**src/rtl/addr_seq_unlock_if.sv**
```systemverilog
// Bus-side signals of the 93xx knock-unlock engine.
// Strobe semantics: acc_stb is a one-clock pulse per bus access; ba, br_w and
// sser are valid only while acc_stb is high. There is no back-pressure, so
// every strobed access is consumed in the cycle it is presented. rd_oe and
// rd_data are combinational responses to that same access.
interface addr_seq_unlock_if;
    logic        acc_stb;
    logic        sser;
    logic [13:0] ba;
    logic        br_w;
    logic        rd_oe;
    logic        rd_data;

    modport master (output acc_stb, sser, ba, br_w, input rd_oe, rd_data);
    modport slave  (input acc_stb, sser, ba, br_w, output rd_oe, rd_data);
endinterface

```
**src/rtl/addr_seq_unlock.sv**
```systemverilog
// Address-sequence ("knock") unlock engine. Qualified reads into the decode
// window must present the key nibbles in BA[7:4] in order; a full match
// unlocks the gated read path until a relock read or any window write.
// Optional feature macro: ADDR_SEQ_TIMEOUT_EN (idle timeout that discards a
// partially entered key).
module addr_seq_unlock #(
    parameter int          KEY_LEN     = 6,
    parameter logic [63:0] KEY         = 64'h0000_00A9_5A3E,
    parameter logic [3:0]  RELOCK_NIB  = 4'hF,
    parameter int          TIMEOUT_CYC = 1024,
    localparam int         IDX_W       = $clog2(KEY_LEN)
) (
    input  logic              clk,
    input  logic              rst,
    addr_seq_unlock_if.slave  bus,
    output logic              unlocked,
    output logic              unlock_pls,
    output logic [IDX_W-1:0]  seq_idx
);

    typedef enum logic {
        LOCKED   = 1'b0,
        UNLOCKED = 1'b1
    } state_t;

    localparam logic [IDX_W-1:0] LAST_IDX = IDX_W'(KEY_LEN - 1);

    state_t           state_q, state_d;
    logic [IDX_W-1:0] idx_q, idx_d, idx_eff;
    logic             pls_q, pls_d;
    logic             win, qrd, qwr;
    logic [3:0]       nib;
    logic             nib_hit, nib_first, nib_relock;
    logic             timeout_hit;
    logic             unused_ba;

    // Only BA[13:12] and BA[7:4] take part in decode and matching.
    assign unused_ba = ^{bus.ba[11:8], bus.ba[3:0]};

    function automatic logic [3:0] key_nib(input logic [IDX_W-1:0] i);
        return KEY[4*int'(i) +: 4];
    endfunction

    assign win = bus.acc_stb & ~bus.sser & ~bus.ba[13] & bus.ba[12];
    assign qrd = win & bus.br_w;
    assign qwr = win & ~bus.br_w;
    assign nib = bus.ba[7:4];

`ifdef ADDR_SEQ_TIMEOUT_EN
    localparam int CNT_W = $clog2(TIMEOUT_CYC + 1);
    logic [CNT_W-1:0] cnt_q;

    // Idle counter: cleared by any qualified access, saturates at the limit.
    always_ff @(posedge clk or posedge rst) begin
        if (rst) begin
            cnt_q <= '0;
        end else if (win) begin
            cnt_q <= '0;
        end else if (cnt_q != CNT_W'(TIMEOUT_CYC)) begin
            cnt_q <= cnt_q + CNT_W'(1);
        end
    end

    assign timeout_hit = (cnt_q == CNT_W'(TIMEOUT_CYC));
`else
    assign timeout_hit = 1'b0;
`endif

    // A timed-out partial key behaves as if no nibble had been matched, so an
    // access in that same cycle is judged from the start of the key.
    assign idx_eff    = (timeout_hit && state_q == LOCKED) ? '0 : idx_q;
    assign nib_hit    = (nib == key_nib(idx_eff));
    assign nib_first  = (nib == key_nib('0));
    assign nib_relock = (nib == RELOCK_NIB);

    // State, index and unlock-pulse registers.
    always_ff @(posedge clk or posedge rst) begin
        if (rst) begin
            state_q <= LOCKED;
            idx_q   <= '0;
            pls_q   <= 1'b0;
        end else begin
            state_q <= state_d;
            idx_q   <= idx_d;
            pls_q   <= pls_d;
        end
    end

    // Next-state logic: key matching while locked, relock detection while unlocked.
    always_comb begin
        state_d = state_q;
        idx_d   = idx_eff;
        pls_d   = 1'b0;
        case (state_q)
            LOCKED: begin
                if (qrd) begin
                    if (nib_hit) begin
                        if (idx_eff == LAST_IDX) begin
                            state_d = UNLOCKED;
                            idx_d   = '0;
                            pls_d   = 1'b1;
                        end else begin
                            idx_d = idx_eff + IDX_W'(1);
                        end
                    end else begin
                        // A wrong nibble may itself be the start of a new attempt.
                        idx_d = nib_first ? IDX_W'(1) : '0;
                    end
                end else if (qwr) begin
                    idx_d = '0;
                end
            end
            UNLOCKED: begin
                idx_d = '0;
                if ((qrd && nib_relock) || qwr) begin
                    state_d = LOCKED;
                end
            end
            default: begin
                state_d = LOCKED;
                idx_d   = '0;
            end
        endcase
    end

    assign unlocked    = (state_q == UNLOCKED);
    assign unlock_pls  = pls_q;
    assign seq_idx     = idx_q;
    // Read data comes from the pre-edge state, so a relocking read still sees UNLOCKED.
    assign bus.rd_oe   = qrd;
    assign bus.rd_data = unlocked ^ nib_hit;

endmodule
```
**src/flat_wrapper.sv**
```systemverilog
// flat-port wrapper written by rule: the top's interface ports become plain ports
module addr_seq_unlock_flat 
#(
    parameter int          KEY_LEN     = 6,
    parameter logic [63:0] KEY         = 64'h0000_00A9_5A3E,
    parameter logic [3:0]  RELOCK_NIB  = 4'hF,
    parameter int          TIMEOUT_CYC = 1024,
    localparam int         IDX_W       = $clog2(KEY_LEN)
)
  (clk, rst, unlocked, unlock_pls, seq_idx, bus_acc_stb, bus_sser, bus_ba, bus_br_w, bus_rd_oe, bus_rd_data);
  addr_seq_unlock_if bus_i ();
  input  logic clk;
  input  logic rst;
  output logic unlocked;
  output logic unlock_pls;
  output logic [IDX_W-1:0] seq_idx;
  input wire logic [$bits(bus_i.acc_stb)-1:0] bus_acc_stb;
  input wire logic [$bits(bus_i.sser)-1:0] bus_sser;
  input wire logic [$bits(bus_i.ba)-1:0] bus_ba;
  input wire logic [$bits(bus_i.br_w)-1:0] bus_br_w;
  output wire logic [$bits(bus_i.rd_oe)-1:0] bus_rd_oe;
  output wire logic [$bits(bus_i.rd_data)-1:0] bus_rd_data;
  assign bus_i.acc_stb = bus_acc_stb;
  assign bus_i.sser = bus_sser;
  assign bus_i.ba = bus_ba;
  assign bus_i.br_w = bus_br_w;
  assign bus_rd_oe = bus_i.rd_oe;
  assign bus_rd_data = bus_i.rd_data;
  addr_seq_unlock #(.KEY_LEN(KEY_LEN), .KEY(KEY), .RELOCK_NIB(RELOCK_NIB), .TIMEOUT_CYC(TIMEOUT_CYC)) u_core (.clk(clk), .rst(rst), .bus(bus_i), .unlocked(unlocked), .unlock_pls(unlock_pls), .seq_idx(seq_idx));
endmodule
```
**config.mk**
```make
export PLATFORM = sky130hd
export DESIGN_NAME = addr_seq_unlock_flat
export DESIGN_NICKNAME = d
export VERILOG_FILES = /design/src/rtl/addr_seq_unlock_if.sv /design/src/rtl/addr_seq_unlock.sv /design/src/flat_wrapper.sv
export SDC_FILE = /design/constraint.sdc
export NUM_CORES = 1
export LEC_CHECK = 0
export ABC_AREA = 1
export BUFFER_PORTS_ARGS = -buffer_cell sky130_fd_sc_hd__buf_4
export CAP_MARGIN = 30
export CORE_AREA = 2 2 39 41
export CTS_CLUSTER_DIAMETER = 120
export CTS_CLUSTER_SIZE = 30
export DETAILED_ROUTE_END_ITERATION = 7
export DIE_AREA = 0 0 41 43
export GPL_TIMING_DRIVEN = 0
export PLACE_DENSITY = 0.8
export RECOVER_POWER = 50
export SLEW_MARGIN = 20
export SYNTH_ARGS = -nofsm -noshare
export SYNTH_HDL_FRONTEND = slang
export SYNTH_SLANG_ARGS = --single-unit
```
**constraint.sdc**
```tcl
create_clock -name clk -period 2.86 [get_ports clk]
set_input_delay 0.143 -clock clk [delete_from_list [all_inputs] [get_ports clk]]
set_output_delay 0.143 -clock clk [all_outputs]
set_load 0.1 [all_outputs]
```
# Word level (Yosys, flattened, before mapping)
# Index checks and enable logic that the tools add are counted.
# word_totals
register_bits,5
inputBits,19
elab_cells,34
# op_classes
n_addsub,1
n_eq_ne,5
n_shift,1
muxes,12
n_bitwise,10
n_reduce_logical,2
# ops
op,n
$shiftx A64 B6 Y4 const A,1
$mux W3,4
$eq A4 B4 Y1 const B,2
$mux W1,6
$pmux W3 S2,1
$and A1 B1 Y1,5
$eq A4 B4 Y1,1
$not A1 Y1,4
$add A3 B1 Y3 const B,1
$eq A3 B3 Y1 const B,1
$ne A3 B1 Y1 const B,1
$pmux W1 S2,1
$logic_and A1 B1 Y1,1
$logic_or A1 B1 Y1,1
$xor A1 B1 Y1,1

# Depth between registers and ports, before layout
# Gate-level depths: netlist of the first run.
# depth
depth_word,9
ltp_mapped,11

# Worst setup path after synthesis of the first run
# No wires, ideal clock.
# synth_timing
path_type,reg-to-output
start,register u_core.idx_q[1] (netlist: u_core.seq_idx[1])
end,output port bus_rd_data
arrival_time_ns,3.383
t_required_ns,2.717
slack_ns,-0.666
path_stages_with_launch,8
path_buffers,0
cell_sequence,dfrtp_1 -> inv_1 -> ha_1 -> o21ai_1 -> nand2_1 -> nor2_4 -> nand2_1 -> xor2_1
# synth_between
elab_chain_cells,3
# synth_lines
item,line,rtl
"start, declared",addr_seq_unlock.sv:29,"logic [IDX_W-1:0] idx_q, idx_d, idx_eff;"
"start signal, assigned",addr_seq_unlock.sv:84,idx_q <= idx_d;
$shiftx A64 B6 Y4,addr_seq_unlock.sv:41,return KEY[4*int'(i) +: 4];
$eq A4 B4 Y1,addr_seq_unlock.sv:72,assign nib_hit = (nib == key_nib(idx_eff));
$xor A1 B1 Y1,addr_seq_unlock.sv:131,assign bus.rd_data = unlocked ^ nib_hit;
"end, declared",flat_wrapper.sv:22,output wire logic [$bits(bus_i.rd_data)-1:0] bus_rd_data;
# No other way between the ends.

# Worst setup path after layout of the first run
# layout_timing
start,register u_core.idx_q[0] (netlist: u_core.seq_idx[0])
end,output port bus_rd_data
# The elaborated chain is that of the path after synthesis.

==> metrics, run 1 <==
setup violators final=0; WL final=1090 µm; die height=43 µm; status=finished clean; Slew @ Worst Pin=1.16 ns; clock latency on the worst-skew pair=0.24 ns; leakage power=0.362 nW; final hold vios=0; switch share=34.1%; Num Clock Sinks=5; Reg clk slew, reported paths=0.04 ns; largest net degree at the start of global routing=9; root buf cell=clkbuf_4; die area=0.00176 mm²; number of port buffers=17; htree depth=1; # resized after CTS=0; Congestion Overflow GR=0; via count=532; fillers=143; first-pass GRT wire length=1780 µm; total CTS buffers=3; Final Wtd Congestion=0.815; commonest non-fill, non-tap cell in the layout=nand2_1; Antenna Cells=0; Crit Path Max Fanout=8; r2r startpoint=u_core.seq_idx[0]; Reg-to-Reg End=u_core.seq_idx[0]; Setup crit start=u_core.seq_idx[0]; Final Critical Period=2.31 ns; Total GRT Usage=15.1%; Psw=0.0000778 W; # DRC=0; initial antenna violation count=0; R2R Setup Slk=1.18 ns; Initial Utilization=36.3%; Slew headroom=22.9%; Post-Synth XOR/XNOR Area=1.74%; area of the multi-input gates=339 µm²; Layout area overhead=38.1%; maxcap violations=0; Syn. warnings=0; Synth Area in Adders=9.95%; FF+latch count, synth=5; DRT iter0 DRCs=8; NumNets Final=118; Critical path destination=bus_rd_data; RSZ-0062 raised after global routing=no; Pint=0.000150 W; CTS max path bufs=2; fmax=0.433 GHz; pre-CTS WS=0.805 ns; startpoint types=register; post-synthesis net count=95; worst setup margin=0.552 ns; Pwr Density=329 mW/mm²; hpwl dp=912 µm; drt wl/cell=9.94 µm; Final ANT Viol Nets=0; Seq pwr share=32.9%; mapped cell area=503 µm²; Pre-Repair DR Iteration Count=4; die extent in x=41 µm; Site Rows=14; CP arrival=2.16 ns; Netlist cell types=21; Worst VDD drop=175 µV; setup tns final=0 ns; worst endpoint required time=2.72 ns; Worst Hold Class=input pin to register; Synth Area in Compound Gates=9.20%; core box area=0.00138 mm²; main combinational cell family by area after synthesis=simple AND/OR/NAND/NOR gates; layout cells sized above 1=30.9%; Mapped Avg Cell Area=6.99 µm²; Post-Synth Simple-Gate Area=42.8%; Worst Skew=0.00254 ns; Crit Path Category=register to primary output; vias in the first global route=455; I/O pins=26; cells after synthesis=72; worst r2r path cells=9; Max Slew Vio Count=0; post-synthesis sequential area ratio=24.9%; logic gate share of total power=31.1%; CTS tree=done; Via density=4.84; total area of sequential cells=125 µm²; most frequent cells in the layout=nand2_1 (19), buf_4 (13), inv_1 (9); mux cell area share after synthesis=0%; Clk pwr share=36.0%; final period utilization=80.7%; Critical Path End Type=primary output
[critical path, cell delays in order, from the launching register on]
cell     delay [ns]
dfrtp_1        0.51
inv_2          0.12
ha_1           0.33
o21ai_1        0.12
nand2_1        0.09
nor2_4         0.16
nand2_1        0.14
xor2_4         0.14
buf_4          0.30
[registers in the layout, indices dropped and copies added (netlist names)]
name	cells
u_core.seq_idx	3
u_core.unlocked	1
u_core.unlock_pls	1
[cell type report]
class / instances / area share [%]
sequential: 5 / 18.0
inverter: 11 / 6.67
timing repair buffer: 18 / 18.2
multi-input combinational: 55 / 48.8
tap: 16 / 2.88
clock buffer: 4 / 3.78
buffer: 1 / 1.62
[cell usage after synthesis]
cell / number / area share, %
nand2_1: 19 / 14
inv_1: 9 / 6.7
nand3_1: 7 / 7.0
dfrtp_1: 5 / 25
nand2_2: 5 / 6.2
ha_1: 4 / 10
nor2_1: 4 / 3.0
o21ai_1: 3 / 3.0
nor2_4: 2 / 4.5
nor3_1: 2 / 2.0
o22ai_1: 2 / 2.5
a21oi_1: 1 / 0.99
and3_1: 1 / 1.2
buf_6: 1 / 2.2
inv_2: 1 / 0.75
inv_6: 1 / 1.7
nand3_4: 1 / 3.5
nand4_1: 1 / 1.2
o21ai_0: 1 / 0.99
o31a_1: 1 / 1.7
xor2_1: 1 / 1.7
[power by group through the flow]
stage               Clock [W]  Sequential, W  Combinational [W]
finish              0.0000822      0.0000751          0.0000709
global placement            0      0.0000761          0.0000691
floorplan                   0      0.0000859          0.0000397
detailed placement          0      0.0000761          0.0000707
CTS                 0.0000845      0.0000751          0.0000720
global route        0.0000917      0.0000753          0.0000765
[timing repair]
| action | CTS | global route |
|---|---|---|
| setup buffers | 0 | 0 |
| hold buffers | 1 | 0 |
| endpoints found under the hold margin | 5 | 0 |
| setup endpoints to repair | 0 | 0 |
[stage by stage]
step,util (%),cells,hold WS (ns),total power [W],instance area [µm²]
4_1_cts,51.0,110,0.274,0.000232,706
3_5_place_dp,48.4,105,0.0624,0.000147,669
3_3_place_gp,48.4,105,0.0462,0.000145,669
5_1_grt,50.2,110,0.301,0.000243,694
6_report,50.2,110,0.266,0.000228,694
2_1_floorplan,-,72,-0.0785,0.000126,522
[worst min-delay path by stage]
| stage | start | end | slack [ns] | cells past startpoint |
|---|---|---|---|---|
| 3_3_place_gp | rst | u_core.unlock_pls | 0.05 | 2 |
| 3_5_place_dp | rst | u_core.seq_idx[0] | 0.06 | 2 |
| 5_1_grt | bus_ba[4] | u_core.seq_idx[0] | 0.30 | 6 |
| 4_1_cts | bus_br_w | u_core.unlocked | 0.27 | 4 |
| 6_report | bus_br_w | u_core.unlocked | 0.27 | 4 |
| 2_1_floorplan | rst | u_core.seq_idx[0] | -0.08 | 1 |
[routing by layer]
metal  up-vias  share of wire (%)  track usage, %
met5         -                  0               0
met4         0               0.91            8.00
met3         2                8.9            4.71
met2        20                 51            21.9
met1       234                 39            19.2
li1        276                  -               -
[logic make-up (layout without fill, tap and decap cells)]
group           count (synthesis)  count (layout)
compound gates                  8               8
flops                           5               5
simple gates                   42              42
xor+xnor                        1               1
buf+inv                        12              34
fa+ha+maj                       4               4
Note: power is estimated with default switching activity, not from simulation.
==> inputs of run 2 (changes only) <==
--- a/config.mk
+++ b/config.mk
@@ -5,7 +5,7 @@
 export SDC_FILE = /design/constraint.sdc
 export NUM_CORES = 1
 export LEC_CHECK = 0
-export ABC_AREA = 1
+export ABC_AREA = 0
 export BUFFER_PORTS_ARGS = -buffer_cell sky130_fd_sc_hd__buf_4
 export CAP_MARGIN = 30
 export CORE_AREA = 2 2 39 41
@@ -14,7 +14,7 @@
 export DETAILED_ROUTE_END_ITERATION = 7
 export DIE_AREA = 0 0 41 43
 export GPL_TIMING_DRIVEN = 0
-export PLACE_DENSITY = 0.8
+export PLACE_DENSITY = 0.78
 export RECOVER_POWER = 50
 export SLEW_MARGIN = 20
 export SYNTH_ARGS = -nofsm -noshare
==> constraint.sdc (replaced) <==
create_clock -name clk -period 2 [get_ports clk]
set_input_delay 0.1 -clock clk [delete_from_list [all_inputs] [get_ports clk]]
set_output_delay 0.1 -clock clk [all_outputs]
set_load 0.1 [all_outputs]
==> run 2 against run 1 <==
  * Design area is 9.4% higher
  * Highest routed layer unchanged
  * First-iteration DRC count is 50% higher
  * Largest cell class unchanged
  * Worst hold slack better by 0.033 ns
  * Routed wire length is 12% higher
  * Power is 100% higher
  * Global-route usage is 1.2 points higher
  * Sequential cell count stayed put
==> metrics, run 2 <==
Synth Flop Type=dfrtp_1; Final ANT Viol Nets=0 (unchanged); commonest non-fill, non-tap cell in the layout=buf_4; top post-synthesis cells by area=dfrtp_1 (28%), ha_1 (11%), mux2i_1 (6.6%), o31ai_1 (5.0%), nor3_1 (4.4%); DRT iter0 DRCs=12 (+4); RSZ-0062 raised after global routing=yes; Netlist cell types=26 (+24%); die extent in x=41 µm (unchanged); Max Slew Vio Count=0 (unchanged); Critical Path End Type=primary output; Mapped Avg Cell Area=9.44 µm² (+35%); Initial Utilization=32.7% (-3.6 points); setup violators final=0 (unchanged); CTS max path bufs=2 (unchanged); Worst VDD drop=220 µV (+26%); Total GRT Usage=16.4% (+1.2 points); mapped cell area=453 µm² (-10%); drt wl/cell=13.5 µm (+36%); Syn. warnings=0 (unchanged); fmax=0.506 GHz; first-pass GRT wire length=1940 µm (+8.9%); CTS tree=done; number of flip-flops in the largest register=3 (unchanged); final period utilization=98.8%; most frequent cells in the layout=buf_4 (16), nor3_1 (4), clkbuf_4 (4); area of the multi-input gates=385 µm² (+14%); Antenna Cells=0 (unchanged); startpoint types=register; Post-synth top cells=dfrtp_1 (5), inv_1 (5), ha_1 (4), nor3_1 (4); cells after synthesis=48 (-33%); clock latency on the worst-skew pair=0.25 ns (about the same); total area of sequential cells=134 µm² (+7.0%); leading area contributor after synthesis=dfrtp_1; Crit Path Category=register to primary output; core box area=0.00138 mm² (unchanged); maxcap violations=0 (unchanged); via count=471 (-11%); final core occ=54.9% (+4.7 points); Yosys top cell area share=27.6% (+2.7 points); Reg clk slew, reported paths=0.04 ns (about the same); Pwr Density=612 mW/mm² (+86%); FFs w/ async S/R, synth=100% (unchanged); NumNets Final=98 (-17%); I/O pins=26 (unchanged); Pre-Repair DR Iteration Count=4 (unchanged); Congestion Overflow GR=0 (unchanged); post-synthesis net count=71 (-25%); status=finished clean; Site Rows=14 (unchanged); WL final=1220 µm (+12%); Crit Path Max Fanout=7 (-1); # DRC=0 (unchanged); final hold vios=0 (unchanged); number of port buffers=17 (unchanged); CP arrival=1.88 ns (-0.28 ns); Post-synth EDFFs=0 (unchanged); Worst Skew=0.000991 ns (-0.00154 ns); hpwl dp=853 µm (-6.5%); htree depth=1 (unchanged); post-route cell area=759 µm² (+9.4%); root buf cell=clkbuf_4; Via density=5.23 (+8.2%); Pwr Total=0.000465 W (+100%); FF+latch count, synth=5 (unchanged); worst endpoint required time=1.90 ns (-0.82 ns); initial antenna violation count=0 (unchanged); Final Wtd Congestion=0.714 (-12%); Slew headroom=22.4% (-0.54 points); largest net degree at the start of global routing=8 (-1); layout cells sized above 1=50.0% (+19 points); Num Clock Sinks=5 (unchanged); fillers=135 (-5.6%); Layout area overhead=67.7%; Worst Hold Class=input pin to async pin; Slew @ Worst Pin=1.17 ns (+0.00807 ns); total CTS buffers=3 (unchanged); die area=0.00176 mm² (unchanged); vias in the first global route=439 (-3.5%); Final Critical Period=1.98 ns; post-synthesis sequential area ratio=27.6% (+2.7 points); leakage power=0.317 nW (-12%); die height=43 µm (unchanged); DP Area=654 µm² (-2.2%)
==> run 2: cell families after synthesis <==
family          Yosys count  synth area share [%]
compound gates           11                  22.1
xor+xnor                  4                  7.74
fa+ha+maj                 4                  11.1
buf+inv                   5                  4.14
flops                     5                  27.6
mux                       3                  6.63
simple gates             16                  20.7
==> run 2: path summary, 6_finish.rpt <==
check | start | cells past startpoint | to | slack (ns)
setup / recovery | u_core.seq_idx[0] | 6 | bus_rd_data | 0.02
hold / removal | rst | 3 | u_core.seq_idx[0] | 0.30
setup reg to reg | u_core.seq_idx[0] | 6 | u_core.seq_idx[0] | 0.09
hold reg to reg | u_core.seq_idx[2] | 2 | u_core.seq_idx[2] | 0.60
max in group asynchronous | rst | 3 | u_core.seq_idx[1] | 1.52
min in group clk | bus_br_w | 4 | u_core.unlocked | 0.30
==> run 2: timing repair <==
action	CTS	global route
setup buffers	4	0
hold buffers	1	0
gates resized for setup	5	3
setup endpoints to repair	1	2
endpoints found under the hold margin	5	0
pin swaps	2	1
==> run 2: cell type report <==
cell class,instances,share of cell area [%]
clock buffer,4,3.46
inverter,5,3.13
timing repair buffer,22,22.4
tap,16,2.64
multi-input combinational,38,50.7
sequential,5,17.6
==> run 2: routing by layer <==
layer  GRT usage, %  vias up  share of wire [%]
li1               -      232                  -
met1           21.9      222                 42
met2           24.1       15                 54
met3           3.14        2                3.3
met4           8.00        0                1.4
met5              0        -                  0
==> run 2: critical path, cell delays in order, from the launching register on <==
cell	delay [ns]
dfrtp_4	0.50
buf_4	0.18
mux2i_1	0.21
xnor2_2	0.17
o2111ai_4	0.18
xnor2_4	0.19
buf_12	0.19
==> run 2: power breakdown <==
part	leakage [nW]	internal, W	switching (W)
sequential	0.0638	0.000108	0.00000712
combinational	0.238	0.0000967	0.000132
clock	0.0150	0.0000756	0.0000442
==> run 2: stage by stage <==
| step | TNS (ns) | cells | hold WS (ns) | setup WS [ns] |
|---|---|---|---|---|
| 2_1_floorplan | -0.424 | 48 | -0.122 | -0.336 |
| 3_3_place_gp | -0.0230 | 81 | 0.000828 | -0.0230 |
| 3_5_place_dp | -0.0381 | 81 | 0.0118 | -0.0381 |
| 4_1_cts | -0.0256 | 90 | 0.293 | -0.0256 |
| 5_1_grt | -0.0855 | 90 | 0.317 | -0.0762 |
| 6_report | 0 | 90 | 0.299 | 0.0231 |
